[src/rtl/uart_int_decoder_pkg.sv]
// rtl/uart_int_decoder_pkg.sv - ASCII constants, byte classes, FSM states and int32 limits
package uart_int_decoder_pkg;

  localparam logic [7:0] ASC_0     = 8'h30;
  localparam logic [7:0] ASC_9     = 8'h39;
  localparam logic [7:0] ASC_MINUS = 8'h2D;
  localparam logic [7:0] ASC_SP    = 8'h20;
  localparam logic [7:0] ASC_TAB   = 8'h09;
  localparam logic [7:0] ASC_CR    = 8'h0D;
  localparam logic [7:0] ASC_LF    = 8'h0A;

  // Magnitudes on the 34-bit accumulator; negative tokens may reach one more.
  localparam logic [33:0] INT32_MAX_MAG = 34'd2147483647;
  localparam logic [33:0] INT32_MIN_MAG = 34'd2147483648;

  typedef enum logic [1:0] {
    CLS_DIGIT,
    CLS_MINUS,
    CLS_TERM,
    CLS_OTHER
  } byte_class_t;

  typedef enum logic [1:0] {
    ST_IDLE,
    ST_SIGN,
    ST_DIGITS,
    ST_SKIP
  } dec_state_t;

endpackage

[src/rtl/ascii_classify.sv]
// rtl/ascii_classify.sv - combinational byte class and decimal digit value map
module ascii_classify
  import uart_int_decoder_pkg::*;
(
  input  logic [7:0]  data,
  output byte_class_t cls,
  output logic [3:0]  digit
);

  always_comb begin
    cls   = CLS_OTHER;
    digit = 4'd0;
    if (data >= ASC_0 && data <= ASC_9) begin
      cls   = CLS_DIGIT;
      digit = data[3:0];
    end else if (data == ASC_MINUS) begin
      cls = CLS_MINUS;
    end else if (data == ASC_SP || data == ASC_TAB || data == ASC_CR || data == ASC_LF) begin
      cls = CLS_TERM;
    end
  end

endmodule

[src/rtl/uart_int_decoder.sv]
// rtl/uart_int_decoder.sv - turns whitespace-delimited ASCII decimal tokens into signed 32-bit values
module uart_int_decoder
  import uart_int_decoder_pkg::*;
#(
  parameter int MAX_DIGITS     = 10,
  parameter int TIMEOUT_CYCLES = 1000000
) (
  input  logic        clk,
  input  logic        rst_n,
  input  logic        rx_valid,
  input  logic [7:0]  rx_data,
  output logic        decoder_valid,
  output logic [31:0] decoder_data,
  output logic        format_error,
  output logic        busy
);

  localparam int          CW        = $clog2(MAX_DIGITS + 1);
  localparam bit          TMR_EN    = (TIMEOUT_CYCLES != 0);
  localparam logic [31:0] TMR_LAST  = TMR_EN ? 32'(TIMEOUT_CYCLES - 1) : 32'd0;
  localparam logic [CW-1:0] CNT_MAX = CW'(MAX_DIGITS);

  dec_state_t    state_q, state_d;
  logic [33:0]   acc_q, acc_d;
  logic          neg_q, neg_d;
  logic [CW-1:0] cnt_q, cnt_d;
  logic [31:0]   tmr_q, tmr_d;
  logic          valid_d, err_d;
  logic [31:0]   data_d;

  byte_class_t   cls;
  logic [3:0]    digit;
  logic [37:0]   mul;
  logic [37:0]   lim;
  logic          emit, clear;

  ascii_classify u_classify (
    .data  (rx_data),
    .cls   (cls),
    .digit (digit)
  );

  // Widened so the range check never sees a wrapped product.
  assign mul = ({4'd0, acc_q} << 3) + ({4'd0, acc_q} << 1) + 38'(digit);
  assign lim = neg_q ? {4'd0, INT32_MIN_MAG} : {4'd0, INT32_MAX_MAG};

  always_comb begin
    state_d = state_q;
    acc_d   = acc_q;
    neg_d   = neg_q;
    cnt_d   = cnt_q;
    tmr_d   = 32'd0;
    valid_d = 1'b0;
    err_d   = 1'b0;
    data_d  = decoder_data;
    emit    = 1'b0;
    clear   = 1'b0;

    case (state_q)
      ST_IDLE: begin
        if (rx_valid) begin
          case (cls)
            CLS_MINUS: begin
              neg_d   = 1'b1;
              state_d = ST_SIGN;
            end
            CLS_DIGIT: begin
              acc_d   = 34'(digit);
              cnt_d   = CW'(1);
              state_d = ST_DIGITS;
            end
            CLS_OTHER: begin
              err_d   = 1'b1;
              state_d = ST_SKIP;
            end
            default: ;
          endcase
        end
      end

      ST_SIGN: begin
        if (rx_valid) begin
          case (cls)
            CLS_DIGIT: begin
              acc_d   = 34'(digit);
              cnt_d   = CW'(1);
              state_d = ST_DIGITS;
            end
            CLS_TERM: begin
              err_d   = 1'b1;
              clear   = 1'b1;
              state_d = ST_IDLE;
            end
            default: begin
              err_d   = 1'b1;
              clear   = 1'b1;
              state_d = ST_SKIP;
            end
          endcase
        end
      end

      ST_DIGITS: begin
        if (rx_valid) begin
          case (cls)
            CLS_DIGIT: begin
              if (cnt_q >= CNT_MAX || mul > lim) begin
                err_d   = 1'b1;
                clear   = 1'b1;
                state_d = ST_SKIP;
              end else begin
                acc_d = mul[33:0];
                cnt_d = cnt_q + CW'(1);
              end
            end
            CLS_TERM: emit = 1'b1;
            default: begin
              err_d   = 1'b1;
              clear   = 1'b1;
              state_d = ST_SKIP;
            end
          endcase
        end else if (TMR_EN) begin
          if (tmr_q == TMR_LAST) emit = 1'b1;
          else                   tmr_d = tmr_q + 32'd1;
        end
      end

      ST_SKIP: begin
        if (rx_valid && cls == CLS_TERM) state_d = ST_IDLE;
      end

      default: state_d = ST_IDLE;
    endcase

    if (emit) begin
      valid_d = 1'b1;
      data_d  = neg_q ? (32'd0 - acc_q[31:0]) : acc_q[31:0];
      clear   = 1'b1;
      state_d = ST_IDLE;
    end
    if (clear) begin
      acc_d = 34'd0;
      neg_d = 1'b0;
      cnt_d = '0;
    end
  end

  always_ff @(posedge clk or negedge rst_n) begin
    if (!rst_n) begin
      state_q       <= ST_IDLE;
      acc_q         <= 34'd0;
      neg_q         <= 1'b0;
      cnt_q         <= '0;
      tmr_q         <= 32'd0;
      decoder_valid <= 1'b0;
      format_error  <= 1'b0;
      decoder_data  <= 32'd0;
    end else begin
      state_q       <= state_d;
      acc_q         <= acc_d;
      neg_q         <= neg_d;
      cnt_q         <= cnt_d;
      tmr_q         <= tmr_d;
      decoder_valid <= valid_d;
      format_error  <= err_d;
      decoder_data  <= data_d;
    end
  end

  assign busy = (state_q == ST_SIGN) || (state_q == ST_DIGITS);

endmodule

[config.mk]
export PLATFORM = sky130hd
export DESIGN_NAME = uart_int_decoder
export DESIGN_NICKNAME = d
export VERILOG_FILES = /design/src/rtl/uart_int_decoder_pkg.sv /design/src/rtl/ascii_classify.sv /design/src/rtl/uart_int_decoder.sv
export SDC_FILE = /design/constraint.sdc
export NUM_CORES = 1
export LEC_CHECK = 0
export ABC_CLOCK_PERIOD_IN_PS = 7700
export CAP_MARGIN = 20
export CORE_MARGIN = 2
export CORE_UTILIZATION = 30
export DETAILED_ROUTE_END_ITERATION = 12
export PLACE_DENSITY = 0.58
export SETUP_SLACK_MARGIN = 0.4
export SLEW_MARGIN = 0
export SYNTH_ARGS = -nofsm -noshare
export SYNTH_HDL_FRONTEND = slang
export SYNTH_SLANG_ARGS = --single-unit
[constraint.sdc]
create_clock -name clk -period 7.7 [get_ports clk]
set_clock_uncertainty 0.15 [all_clocks]
set_input_delay 1.54 -clock clk [delete_from_list [all_inputs] [get_ports clk]]
set_output_delay 1.54 -clock clk [all_outputs]
set_load 0.05 [all_outputs]
; ---- After elaboration in Yosys (flattened, before gate mapping)
; Cells that the tools add are included.
[word_totals]
word_cells = 110
input_bits = 11
out_inout_bits = 35
ff_bits = 107
[op_classes]
n_lt_le_gt_ge = 4
muxes = 52
n_reduce_logical = 17
add_sub_neg = 5
eq_ne = 24
[op_table]
columns = cell, n
row1 = $mux 34, 6
row2 = $mux 32, 5
row3 = $pmux 34 s2, 1
row4 = $add 37x35->38, 1
row5 = $add 38x4->38, 1
row6 = $gt 38x32->1, 1
row7 = $add 32x1->32 const B, 1
row8 = $eq 32x20->1 const B, 1
row9 = $sub 1x32->32 const A, 1
row10 = $mux 4, 7
row11 = $eq 8x4->1 const B, 3
row12 = $ne 3x3->1 const B, 7
row13 = $mux 1, 17
row14 = $eq 8x6->1 const B, 2
row15 = $mux 2, 8
row16 = $eq 2x2->1 const B, 4
row17 = $ge 8x6->1 const B, 1
row18 = $le 8x6->1 const B, 1
row19 = $pmux 2 s2, 2
row20 = $pmux 2 s4, 1
row21 = $pmux 4 s2, 1
row22 = $reduce_and 7->1, 1
row23 = $ne 3x1->1 const B, 2
row24 = $pmux 2 s3, 1
row25 = 16 further kinds, 26

; ---- Depth between registers and ports, before layout
; Gate-level depths: netlist of run 1.
[logic_depth]
word_depth = 14
mapped_depth = 30
mapped_depth_nobuf = 28

; ---- By module
; A second synthesis of run 1 with hierarchy kept.
[unflattened]
cells_unflattened = 947
area_unflattened_um2 = 8448.1
[by_module_without_submodules]
columns = module, cells_each, n_inst, seq_area_each_um2, area_each_um2
row1 = uart_int_decoder, 930, 1, 2677.6, 8321.7
row2 = ascii_classify, 17, 1, 0.0, 126.4

; ---- Worst setup path after synthesis of run 1
; Ideal clock, no wire load.
[synth_timing]
path_kind = input -> register
start = input port rx_data[1]
end = register acc_q[2]
cell_stages = 26
required_time_ps = 7422
path_buffers = 1
arrival_ps = 7234
setup_time_ps = 128
slack_ps = 188
path_cell_list = o21ai_0 > and4_1 > and2_1 > fa_1 > inv_1 > fa_1 > and2b_1 > o211ai_1 > a311o_1 > a221o_1 > and3_1 > o21ai_0 > xor2_1 > ha_1 > nand2_1 > nor3_1 > nand3_1 > and4_1 > a2111oi_0 > o2111a_1 > o221ai_2 > a2111oi_4 > o21ai_2 > o21ai_1 > buf_6 > mux2_1
[synth_via]
elab_chain_cells = 14
word_cells_on_any_way = 44
cone_classes = add/sub (1) / order compare (3) / eq/ne (11) / mux (21) / reduce/logical (8)
[synth_rtl]
columns = element, line
row1 = start: declaration, uart_int_decoder.sv:11  ; input logic [7:0] rx_data,
row2 = branches (longest 14 deep; another with $add 38x4->38), -
row3 = end signal: assignment, uart_int_decoder.sv:152  ; acc_q <= 34'd0;
row4 = end signal: assignment, uart_int_decoder.sv:161  ; acc_q <= acc_d;
row5 = end: declaration, uart_int_decoder.sv:24  ; logic [33:0] acc_q, acc_d;
; Several ways; the timed one is not identified. The select of a mux whose other input is x is not followed.
; A chain may end at the register's enable or synchronous reset.

; ---- Worst setup path in the final report of run 1
[layout_timing]
start = input port rx_data[1]
end = register acc_q[20]
; Same word-level chain as after synthesis.

==> results.tsv, run 1 <==
stage	metric	value	unit
cts	clock tree from TritonCTS	yes	
power	leakage power	5.05	nW
flow_run	Max-Cap Viols	0	
floorplanning	chip height	173	um
sta	Final Hold Fails	0	
sta	setup violation total in the final timing report	0	
floorplanning	I/O pins	46	
sta	fin crit period	7.12	ns
routing	post-route ant nets	0	
global_route	initial antenna violation count	0	
hold_path	hold path start	decoder_data[14]	
finish	fraction of layout cells with a size suffix above 1	0.152	
cts	hold bufs inserted after CTS	0	
placement	cell count after placement	1463	
logic_synthesis	post-synthesis net count	1125	
worst_setup_path	Reg2Reg Setup Slack	1.61	ns
cts	Clock Root Buffer	clkbuf_16	
logic_synthesis	Synth async-reset ratio	1.00	
finish	final core area utilization	0.381	
finish	Non-Filler Instances	1505	
floorplanning	standard-cell rows	62	
global_route	GRT overflow	0	
power	Pwr Density	204	nW/um^2
finish	most common cell after layout, fill and taps aside	nand2_1	
worst_setup_path	Reg2Reg Depth	27	
cts	Longest Clk Path Bufs	2	
hold_path	Worst Hold End	decoder_data[14]	
finish	Diodes inserted	0	
power	Max VDD drop	0.000209	V
logic_synthesis	Post-synth EDFFs	0	
routing	DR WL/cell	15.0	um
cts	H-Tree Level Count	3	
logic_synthesis	Synth Instances	1005	
sta	FMAX	0.140	GHz
routing	first drt pass iteration count	5	
global_route	largest net degree at the start of global routing	65	
worst_setup_path	crit path launch type	input pin	
cts	clk slew on worst S/H paths	0.08	ns
cts	CTS Buf Count	9	
worst_setup_path	Reg2Reg Capture Point	acc_q[20]	
worst_setup_path	Crit Path Max Fanout	5	
worst_setup_path	Worst Path Required	7.80	ns
logic_synthesis	Cell variety after synth	65	
cts	clock sinks	107	
logic_synthesis	Mean Syn Cell Area	8.57	um^2
worst_setup_path	crit path capture type	flip-flop	
placement	Buffers on Ports	45	
placement	Routability Congestion	0.871	
power	Tot Pwr	0.00221	W
routing	total number of vias	7513	
worst_setup_path	kind of critical path	in2reg	
hold_path	hold path depth	2	
cts	Skew-Pair Late Insertion Delay	0.37	ns
logic_synthesis	Mapped Area	8620	um^2
logic_synthesis	synthesized flop and latch total	107	
routing	drt via density	4.99	
worst_setup_path	worst r2r src	acc_q[2]	
sta	Rel. slew slack	0.337	
global_route	vias in the first global route	7388	
sta	RSZ-0062 raised after global routing	true	
sta	Slew @ Worst Pin	0.985	ns
worst_setup_path	Critical Path AT	7.23	ns
hold_path	Hold Crit Class	reg2reg	
logic_synthesis	sequential share of the synthesized area	0.311	
floorplanning	Die W	173	um
floorplanning	initial core utilization	0.303	
routing	drt total wl	22500	um
routing	DRC	0	
placement	post-DP HPWL	16600	um
global_route	first-pass GRT wire length	37800	um
worst_setup_path	Worst path max stage delay	0.57	ns
sta	Final Max Slew Viols	0	
logic_synthesis	Yosys warning count	0	
floorplanning	die area	30100	um^2
sta	Fin Setup TNS	0	ns
floorplanning	core area	28500	um^2
worst_setup_path	CP max-delay cell	fa_2	
logic_synthesis	ys flop type	dfrtp_1	
finish	most frequent cells in the layout	nand2_1 (129), dfrtp_1 (106), ha_1 (104)	
outcome	status	completed	
global_route	GRT Total Usage	0.154	
finish	Post-layout nets	1236	
finish	Area Growth Syn to Fin	25.7	%
routing	Initial DRC Count	422	
sta	Tcrit/Tclk final	0.925	
sta	hold_ws	0.330	ns
==> worst max-delay path, delay by kind of cell <==
family,cells,cell delay (ns)
XOR/XNOR,1,0.16
AND/OR/NAND/NOR,9,1.35
buffers and inverters,7,0.87
multiplexers,1,0.11
AO/OA/AOI/OAI,10,1.95
adder cells (fa/ha/maj),3,1.25
==> where the power goes <==
part / internal, W / total [W] / switching [W] / leakage [nW]
Clock: 0.000241 / 0.000508 / 0.000267 / 0.156
Combinational: 0.000522 / 0.00107 / 0.000552 / 3.41
Sequential: 0.000590 / 0.000625 / 0.0000348 / 1.48
==> sequential cells by signal (all words and copies together), names as in the netlist <==
register and flops:
format_error 1, neg_q 1, cnt_q 4, decoder_valid 1, acc_q 34, state_q 2
tmr_q 32, decoder_data 32
==> metal layers <==
metal,GRT usage,wire (um),vias up
met5,0,0,-
met4,0.0410,311,0
met3,0.0232,665,18
met2,0.254,10400,108
met1,0.210,11100,3587
li1,-,-,3800
==> Yosys cell counts (6+ instances only) <==
cell / instances / share of area
inv_1: 59 / 0.026
and3_1: 8 / 0.0058
a21o_1: 8 / 0.0070
mux2i_1: 33 / 0.038
nor4_1: 9 / 0.0065
nor3_1: 13 / 0.0076
buf_2: 11 / 0.0064
xnor2_1: 58 / 0.059
nand2b_1: 6 / 0.0044
a21oi_1: 70 / 0.041
o211ai_1: 7 / 0.0061
ha_1: 107 / 0.16
o21ai_0: 74 / 0.043
o21a_1: 9 / 0.0078
nand2_1: 134 / 0.058
nand4_1: 37 / 0.027
xor2_1: 27 / 0.027
nand3_1: 24 / 0.014
nor2_1: 75 / 0.033
or3_1: 8 / 0.0058
o31ai_1: 13 / 0.011
dfrtp_1: 107 / 0.31
clkbuf_1: 19 / 0.0083
==> cells by family (layout without fill, tap and decap cells) <==
group / Yosys count / after routing / share of synthesized area
xor+xnor: 85 / 85 / 0.0864
mux: 36 / 36 / 0.0423
buf+inv: 92 / 208 / 0.0443
fa+ha+maj: 109 / 109 / 0.160
compound gates: 229 / 229 / 0.166
flops: 107 / 107 / 0.311
simple gates: 347 / 347 / 0.191
==> repair_timing <==
item,in CTS,in global routing
buffers inserted,19,4
cloned,3,0
setup endpoints to repair,42,42
resized for setup,47,53
pin swaps,29,31
==> worst max-delay path by stage <==
stage	startpoint	endpoint
2_1_floorplan	rx_data[1]	acc_q[2]
3_3_place_gp	rx_data[1]	acc_q[0]
3_5_place_dp	rx_data[1]	acc_q[0]
4_1_cts	rx_data[1]	acc_q[4]
5_1_grt	rx_data[1]	acc_q[4]
6_report	rx_data[1]	acc_q[20]
==> through the flow <==
stage	area, um^2	setup WS [ns]
after global routing	10800	0.332
after detailed placement	9940	-0.372
final	10800	0.576
after floorplan	8630	0.405
after global placement	9940	-0.279
after CTS	10600	0.411
==> cell type report <==
cell class / count / area [um^2]
clock buffers: 9 / 225
clock inverters: 7 / 88.8
fillers: 2937 / 17600
inverters: 59 / 221
multi-input cells: 806 / 5870
flip-flops and latches: 107 / 2680
well taps: 384 / 480
repair buffers: 133 / 1270
(Power assumes the default switching activity.)
==> run 2: changes to the inputs <==
- CORE_UTILIZATION: 30 -> 35
- PLACE_DENSITY: 0.58 -> 0.63
==> run 2 against run 1 <==
Compared with the run above: final cell count shrank 2.4%; die area fell by 14%; worst setup slack got worse by 0.11 ns; sequential cell count did not move; via count rose by 2.0%; total power rose by 0.12%; critical path type unchanged; highest routed layer unchanged.
==> results.tsv, run 2 (synthesized netlist as in run 1, its figures left out) <==
stage	metric	value	unit	change
worst_setup_path	Crit Path Max Fanout	6		+1
routing	Initial DRC Count	371		-12%
cts	hold bufs inserted after CTS	0		unchanged
floorplanning	die area	25900	um^2	-14%
floorplanning	I/O pins	46		unchanged
worst_setup_path	worst r2r src	acc_q[0]		
global_route	vias in the first global route	7707		+4.3%
placement	cell count after placement	1394		-4.7%
cts	Longest Clk Path Bufs	2		unchanged
global_route	first-pass GRT wire length	37900	um	+0.38%
sta	setup violation total in the final timing report	0		unchanged
placement	Routability Congestion	0.876		+0.56%
power	Pwr Density	202	nW/um^2	-0.69%
power	leakage power	5.13	nW	+1.6%
cts	Clock Root Buffer	clkbuf_16		
sta	Rel. slew slack	0.455		+0.118
finish	Top reg by flops	acc_q		
cts	clk slew on worst S/H paths	0.08	ns	about the same
sta	Tcrit/Tclk final	0.940		+0.0143
finish	Diodes inserted	0		unchanged
global_route	initial antenna violation count	0		unchanged
finish	post-route cell area	10900	um^2	+0.82%
sta	Final Hold Fails	0		unchanged
floorplanning	initial core utilization	0.355		+0.0527
hold_path	Hold Crit Class	reg2reg		
sta	hold_ws	0.331	ns	+0.00102 ns
cts	CTS Buf Count	9		unchanged
global_route	GRT overflow	0		unchanged
finish	Area Growth Syn to Fin	26.8	%	
worst_setup_path	kind of critical path	in2reg		
sta	Final Max Slew Viols	0		unchanged
floorplanning	Die W	161	um	-7.2%
sta	fin crit period	7.23	ns	+0.110 ns
placement	post-DP HPWL	15700	um	-5.1%
placement	Buffers on Ports	45		unchanged
finish	multi-input logic area	5860	um^2	-0.15%
routing	total number of vias	7666		+2.0%
routing	drt via density	5.22		+4.5%
finish	Post-layout nets	1260		+1.9%
cts	clock tree from TritonCTS	yes		
sta	Slew @ Worst Pin	0.818	ns	-0.168 ns
worst_setup_path	crit path launch type	input pin		
outcome	status	completed		
finish	final core area utilization	0.451		+0.0699
global_route	GRT Total Usage	0.179		+0.0254
routing	DRC	0		unchanged
flow_run	Max-Cap Viols	0		unchanged
finish	top flop regs	acc_q x34, decoder_data x32, tmr_q x32		
finish	Non-Filler Instances	1469		-2.4%
hold_path	hold path start	decoder_data[16]		
sta	RSZ-0062 raised after global routing	true		
finish	fraction of layout cells with a size suffix above 1	0.169		+0.0178
sta	FMAX	0.138	GHz	-1.5%
placement	placed cell area	9800	um^2	-1.4%
worst_setup_path	Reg2Reg Setup Slack	1.62	ns	about the same
floorplanning	core area	24200	um^2	-15%
global_route	largest net degree at the start of global routing	65		unchanged
cts	clock sinks	107		unchanged
worst_setup_path	launch point of the critical path	rx_data[1]		
finish	FF+latch area	2680	um^2	unchanged
worst_setup_path	CP max-delay cell	mux2_4		
finish	Fill cells	2434		-17%
routing	first drt pass iteration count	4		-1
finish	max reg flops	34		unchanged
floorplanning	chip height	161	um	-7.2%
worst_setup_path	CP dominant cell by count	buf_4		
floorplanning	standard-cell rows	57		-8.1%
worst_setup_path	Worst Path Required	7.81	ns	about the same
routing	drt total wl	22800	um	+1.2%
worst_setup_path	Critical Path AT	7.35	ns	+0.12 ns
cts	Skew-Pair Late Insertion Delay	0.38	ns	about the same
finish	most frequent cells in the layout	nand2_1 (132), dfrtp_1 (106), ha_1 (102)		
routing	post-route ant nets	0		unchanged
routing	DR WL/cell	15.5	um	+3.7%
worst_setup_path	crit path capture type	flip-flop		
worst_setup_path	Worst path max stage delay	0.30	ns	-0.27 ns
cts	H-Tree Level Count	3		unchanged
finish	most common cell after layout, fill and taps aside	nand2_1		
power	Max VDD drop	0.000296	V	+42%
==> run 2: changes by cell type in the layout (fill, tap and decap cells not counted), sizes merged <==
cell / before / now
clkbuf: 10 / 15
clkinv: 0 / 5
inv: 66 / 61
buf: 94 / 114
bufbuf: 1 / 0
==> run 2: where the power goes <==
| group | switching [W] | leakage, nW | internal [W] |
|---|---|---|---|
| sequential | 0.0000320 | 1.48 | 0.000591 |
| combinational | 0.000566 | 3.49 | 0.000524 |
| clock | 0.000262 | 0.152 | 0.000235 |
==> run 2: area by class of cell <==
type / count / share of cell area
repair buffers: 157 / 0.132
well taps: 324 / 0.0371
clock buffers: 9 / 0.0206
multi-input cells: 806 / 0.536
flip-flops and latches: 107 / 0.245
clock inverters: 7 / 0.00836
inverters: 59 / 0.0203
==> run 2: per-layer routing <==
metal / part of all wire / global-route usage
met2: 0.47 / 0.300
met5: 0 / 0
met3: 0.030 / 0.0225
met1: 0.47 / 0.234
met4: 0.032 / 0.0747
==> run 2: final timing paths <==
path / to / cells after the start
min: decoder_data[16] / 2
min in group asynchronous: decoder_valid / 1
max: cnt_q[1] / 45
max in group asynchronous: acc_q[19] / 2
min reg2reg: decoder_data[16] / 2
max reg2reg: cnt_q[1] / 23
==> run 2: repair_timing <==
action | CTS | global route
setup buffers | 46 | 9
setup endpoints to repair | 42 | 42
cloned | 2 | 2
pin swaps | 31 | 33
gates resized for setup | 50 | 46
==> run 2: stage by stage <==
| stage | total power [W] | worst slack, ns | setup TNS, ns |
|---|---|---|---|
| floorplan | 0.00116 | 0.405 | 0 |
| global placement | 0.00141 | -0.179 | -6.07 |
| detailed placement | 0.00141 | -0.374 | -13.10 |
| CTS | 0.00211 | 0.406 | 0 |
| global route | 0.00232 | 0.241 | 0 |
| finish | 0.00221 | 0.465 | 0 |
==> run 2: critical path: cells and delay by family <==
kind	cells	cell delay, ns
simple gates	1	0.16
buf+inv	39	4.68
compound gates	4	0.68
mux	1	0.30
==> run 3: changes to the inputs <==
- ABC_CLOCK_PERIOD_IN_PS: 7700 -> 7200
- clock period: 7.7 -> 7.2 ns (I/O delays scaled with it)
==> run 3 against run 2 <==
Compared with the run above: worst setup slack got worse by 0.19 ns; combinational power increased by 8%; total power increased by 7.5%; sequential cell count unchanged; non-clock buffer count decreased by 16; via count decreased by 0.90%; design area decreased by 1.2%; largest power group unchanged; count of clock-buffer cells in the layout unchanged; final cell count decreased by 1.0%; register-to-register slack got worse by 0.40 ns; first-iteration DRC count increased by 17%; wire length decreased by 3.5%.
==> results.tsv, run 3 (synthesized netlist as in run 1, its figures left out) <==
stage	metric	value	unit	change
power	sequential share of power	0.282		about the same
sta	Final Hold Fails	0		unchanged
finish	fraction of layout cells with a size suffix above 1	0.157		-0.0128
power	Clk pwr share	0.223		-0.002
sta	RSZ-0062 raised after global routing	true		
cts	Skew-Pair Late Insertion Delay	0.37	ns	about the same
worst_setup_path	CP max-delay cell	a221o_1		
routing	drt total wl	22000	um	-3.5%
flow_run	Max-Cap Viols	0		unchanged
finish	max reg flops	34		unchanged
finish	Top reg by flops	acc_q		
sta	Rel. slew slack	0.391		-0.0638
worst_setup_path	CP dominant cell by count	buf_6		
worst_setup_path	Worst path max stage delay	0.40	ns	+0.10 ns
sta	worst setup margin	0.279	ns	-0.186 ns
routing	Initial DRC Count	435		+17%
sta	fin crit period	6.92	ns	
global_route	initial antenna violation count	0		unchanged
floorplanning	chip height	161	um	unchanged
global_route	GRT overflow	0		unchanged
cts	hold bufs inserted after CTS	0		unchanged
power	Max VDD drop	0.000312	V	+5.5%
placement	Routability Congestion	0.897		+2.4%
finish	most frequent cells in the layout	nand2_1 (133), dfrtp_1 (106), ha_1 (102)		
routing	DRC	0		unchanged
cts	clk slew on worst S/H paths	0.08	ns	about the same
finish	top flop regs	acc_q x34, decoder_data x32, tmr_q x32		
worst_setup_path	Worst Path Required	7.31	ns	-0.50 ns
finish	Diodes inserted	0		unchanged
hold_path	Hold Crit Class	reg2reg		
floorplanning	die area	25900	um^2	unchanged
power	Tot Pwr	0.00238	W	+7.5%
cts	Clock Root Buffer	clkbuf_16		
finish	final core area utilization	0.445		-0.00526
placement	post-DP HPWL	15900	um	+1.2%
routing	total number of vias	7597		-0.90%
sta	Final Max Slew Viols	0		unchanged
sta	Slew @ Worst Pin	0.913	ns	+0.0958 ns
cts	H-Tree Level Count	3		unchanged
routing	DR WL/cell	15.1	um	-2.5%
placement	Buffers on Ports	45		unchanged
global_route	vias in the first global route	7511		-2.5%
power	Sw Share	0.391		+0.00203
cts	Longest Clk Path Bufs	2		unchanged
finish	Post-layout nets	1245		-1.2%
cts	clock sinks	107		unchanged
placement	dpl ws	-0.495	ns	-0.121 ns
finish	Non-Filler Instances	1454		-1.0%
floorplanning	standard-cell rows	57		unchanged
finish	Area Growth Syn to Fin	25.3	%	
power	Pint	0.00145	W	+7.1%
sta	FMAX	0.144	GHz	
power	leakage power	5.06	nW	-1.3%
worst_setup_path	Crit Path Max Fanout	5		-1
floorplanning	initial core utilization	0.355		unchanged
cts	CTS Buf Count	9		unchanged
cts	clock tree from TritonCTS	yes		
sta	Tcrit/Tclk final	0.961		
power	combinational power share	0.495		+0.002
routing	drt via density	5.22		+0.12%
worst_setup_path	crit path capture type	flip-flop		
routing	first drt pass iteration count	5		+1
worst_setup_path	Critical Path AT	7.03	ns	-0.32 ns
floorplanning	Die W	161	um	unchanged
routing	post-route ant nets	0		unchanged
sta	setup violation total in the final timing report	0		unchanged
placement	cell count after placement	1403		+0.65%
sta	hold_ws	0.330	ns	-0.00110 ns
floorplanning	I/O pins	46		unchanged
finish	most common cell after layout, fill and taps aside	nand2_1		
worst_setup_path	crit path launch type	input pin		
floorplanning	core area	24200	um^2	unchanged
global_route	GRT Total Usage	0.174		-0.00509
global_route	largest net degree at the start of global routing	70		+7.7%
power	Pwr Density	220	nW/um^2	+8.8%
power	total net switching power	0.000930	W	+8.1%
global_route	first-pass GRT wire length	37200	um	-2.0%
outcome	status	completed		
worst_setup_path	kind of critical path	in2reg		
[run 3: cell count changes in the layout (fill, tap and decap cells not counted), moves of 2 or more]
cell,delta
nor2_4,+3
nor2_1,-2
clkbuf_16,-2
o21ai_0,-2
a21oi_1,-2
o21ai_1,+4
a21oi_2,+3
buf_4,-13
clkbuf_2,-4
[run 3: path summary, 6_finish.rpt]
path | startpoint | to | slack [ns] | cells after the start
worst max-delay path | rx_data[1] | acc_q[3] | 0.28 | 31
worst max register to register | acc_q[0] | acc_q[3] | 1.22 | 24
max in group asynchronous | rst_n | neg_q | 4.65 | 2
worst min register to register | decoder_data[19] | decoder_data[19] | 0.33 | 2
min in group asynchronous | rst_n | tmr_q[12] | 0.88 | 1
worst min-delay path | decoder_data[19] | decoder_data[19] | 0.33 | 2
[run 3: metal layers]
metal	wire, um	GRT usage	up-vias	share of wire
met5	0	0	-	0
met4	233	0.0410	0	0.011
met3	784	0.0276	14	0.036
met2	10300	0.285	120	0.47
met1	10700	0.242	3636	0.49
li1	-	-	3827	-
[run 3: power by group through the flow]
stage / Sequential (W) / Clock [W] / Combinational (W)
floorplan: 0.000708 / 0 / 0.000549
global placement: 0.000680 / 0 / 0.000831
detailed placement: 0.000681 / 0 / 0.000839
CTS: 0.000670 / 0.000548 / 0.00114
global route: 0.000676 / 0.000570 / 0.00125
finish: 0.000670 / 0.000530 / 0.00118
[run 3: worst max-delay path: cells and delay by family]
| family | cells | cell delay (ns) |
|---|---|---|
| buffers and inverters | 6 | 0.66 |
| xor gates and xnor gates | 1 | 0.10 |
| and+or+nand+nor | 8 | 1.40 |
| adders and majority gates | 4 | 0.89 |
| AOI/OAI and AO/OA | 11 | 2.25 |
| muxes | 1 | 0.28 |
[run 3: timing repair]
item                                   in CTS  in global routing
pin swaps                                  28                 27
resized for setup                          58                 22
endpoints found under the hold margin       0                  0
setup endpoints to repair                  42                 42
setup buffers                              25                  6
cloned                                      4                  0
[run 3: through the flow]
stage / instance area (um^2) / TNS [ns]
5_1_grt: 10800 / 0
6_report: 10800 / 0
4_1_cts: 10700 / 0
3_5_place_dp: 9940 / -18.63
2_1_floorplan: 8700 / 0
3_3_place_gp: 9940 / -19.29
[run 3: final cells by class]
cell class | instances | area (um^2)
Clock buffer | 9 | 225
Clock inverter | 7 | 86.3
Fill cell | 2422 | 13500
Inverter | 59 | 221
Multi-Input combinational cell | 807 | 5850
Sequential cell | 107 | 2680
Tap cell | 324 | 405
Timing Repair Buffer | 141 | 1330
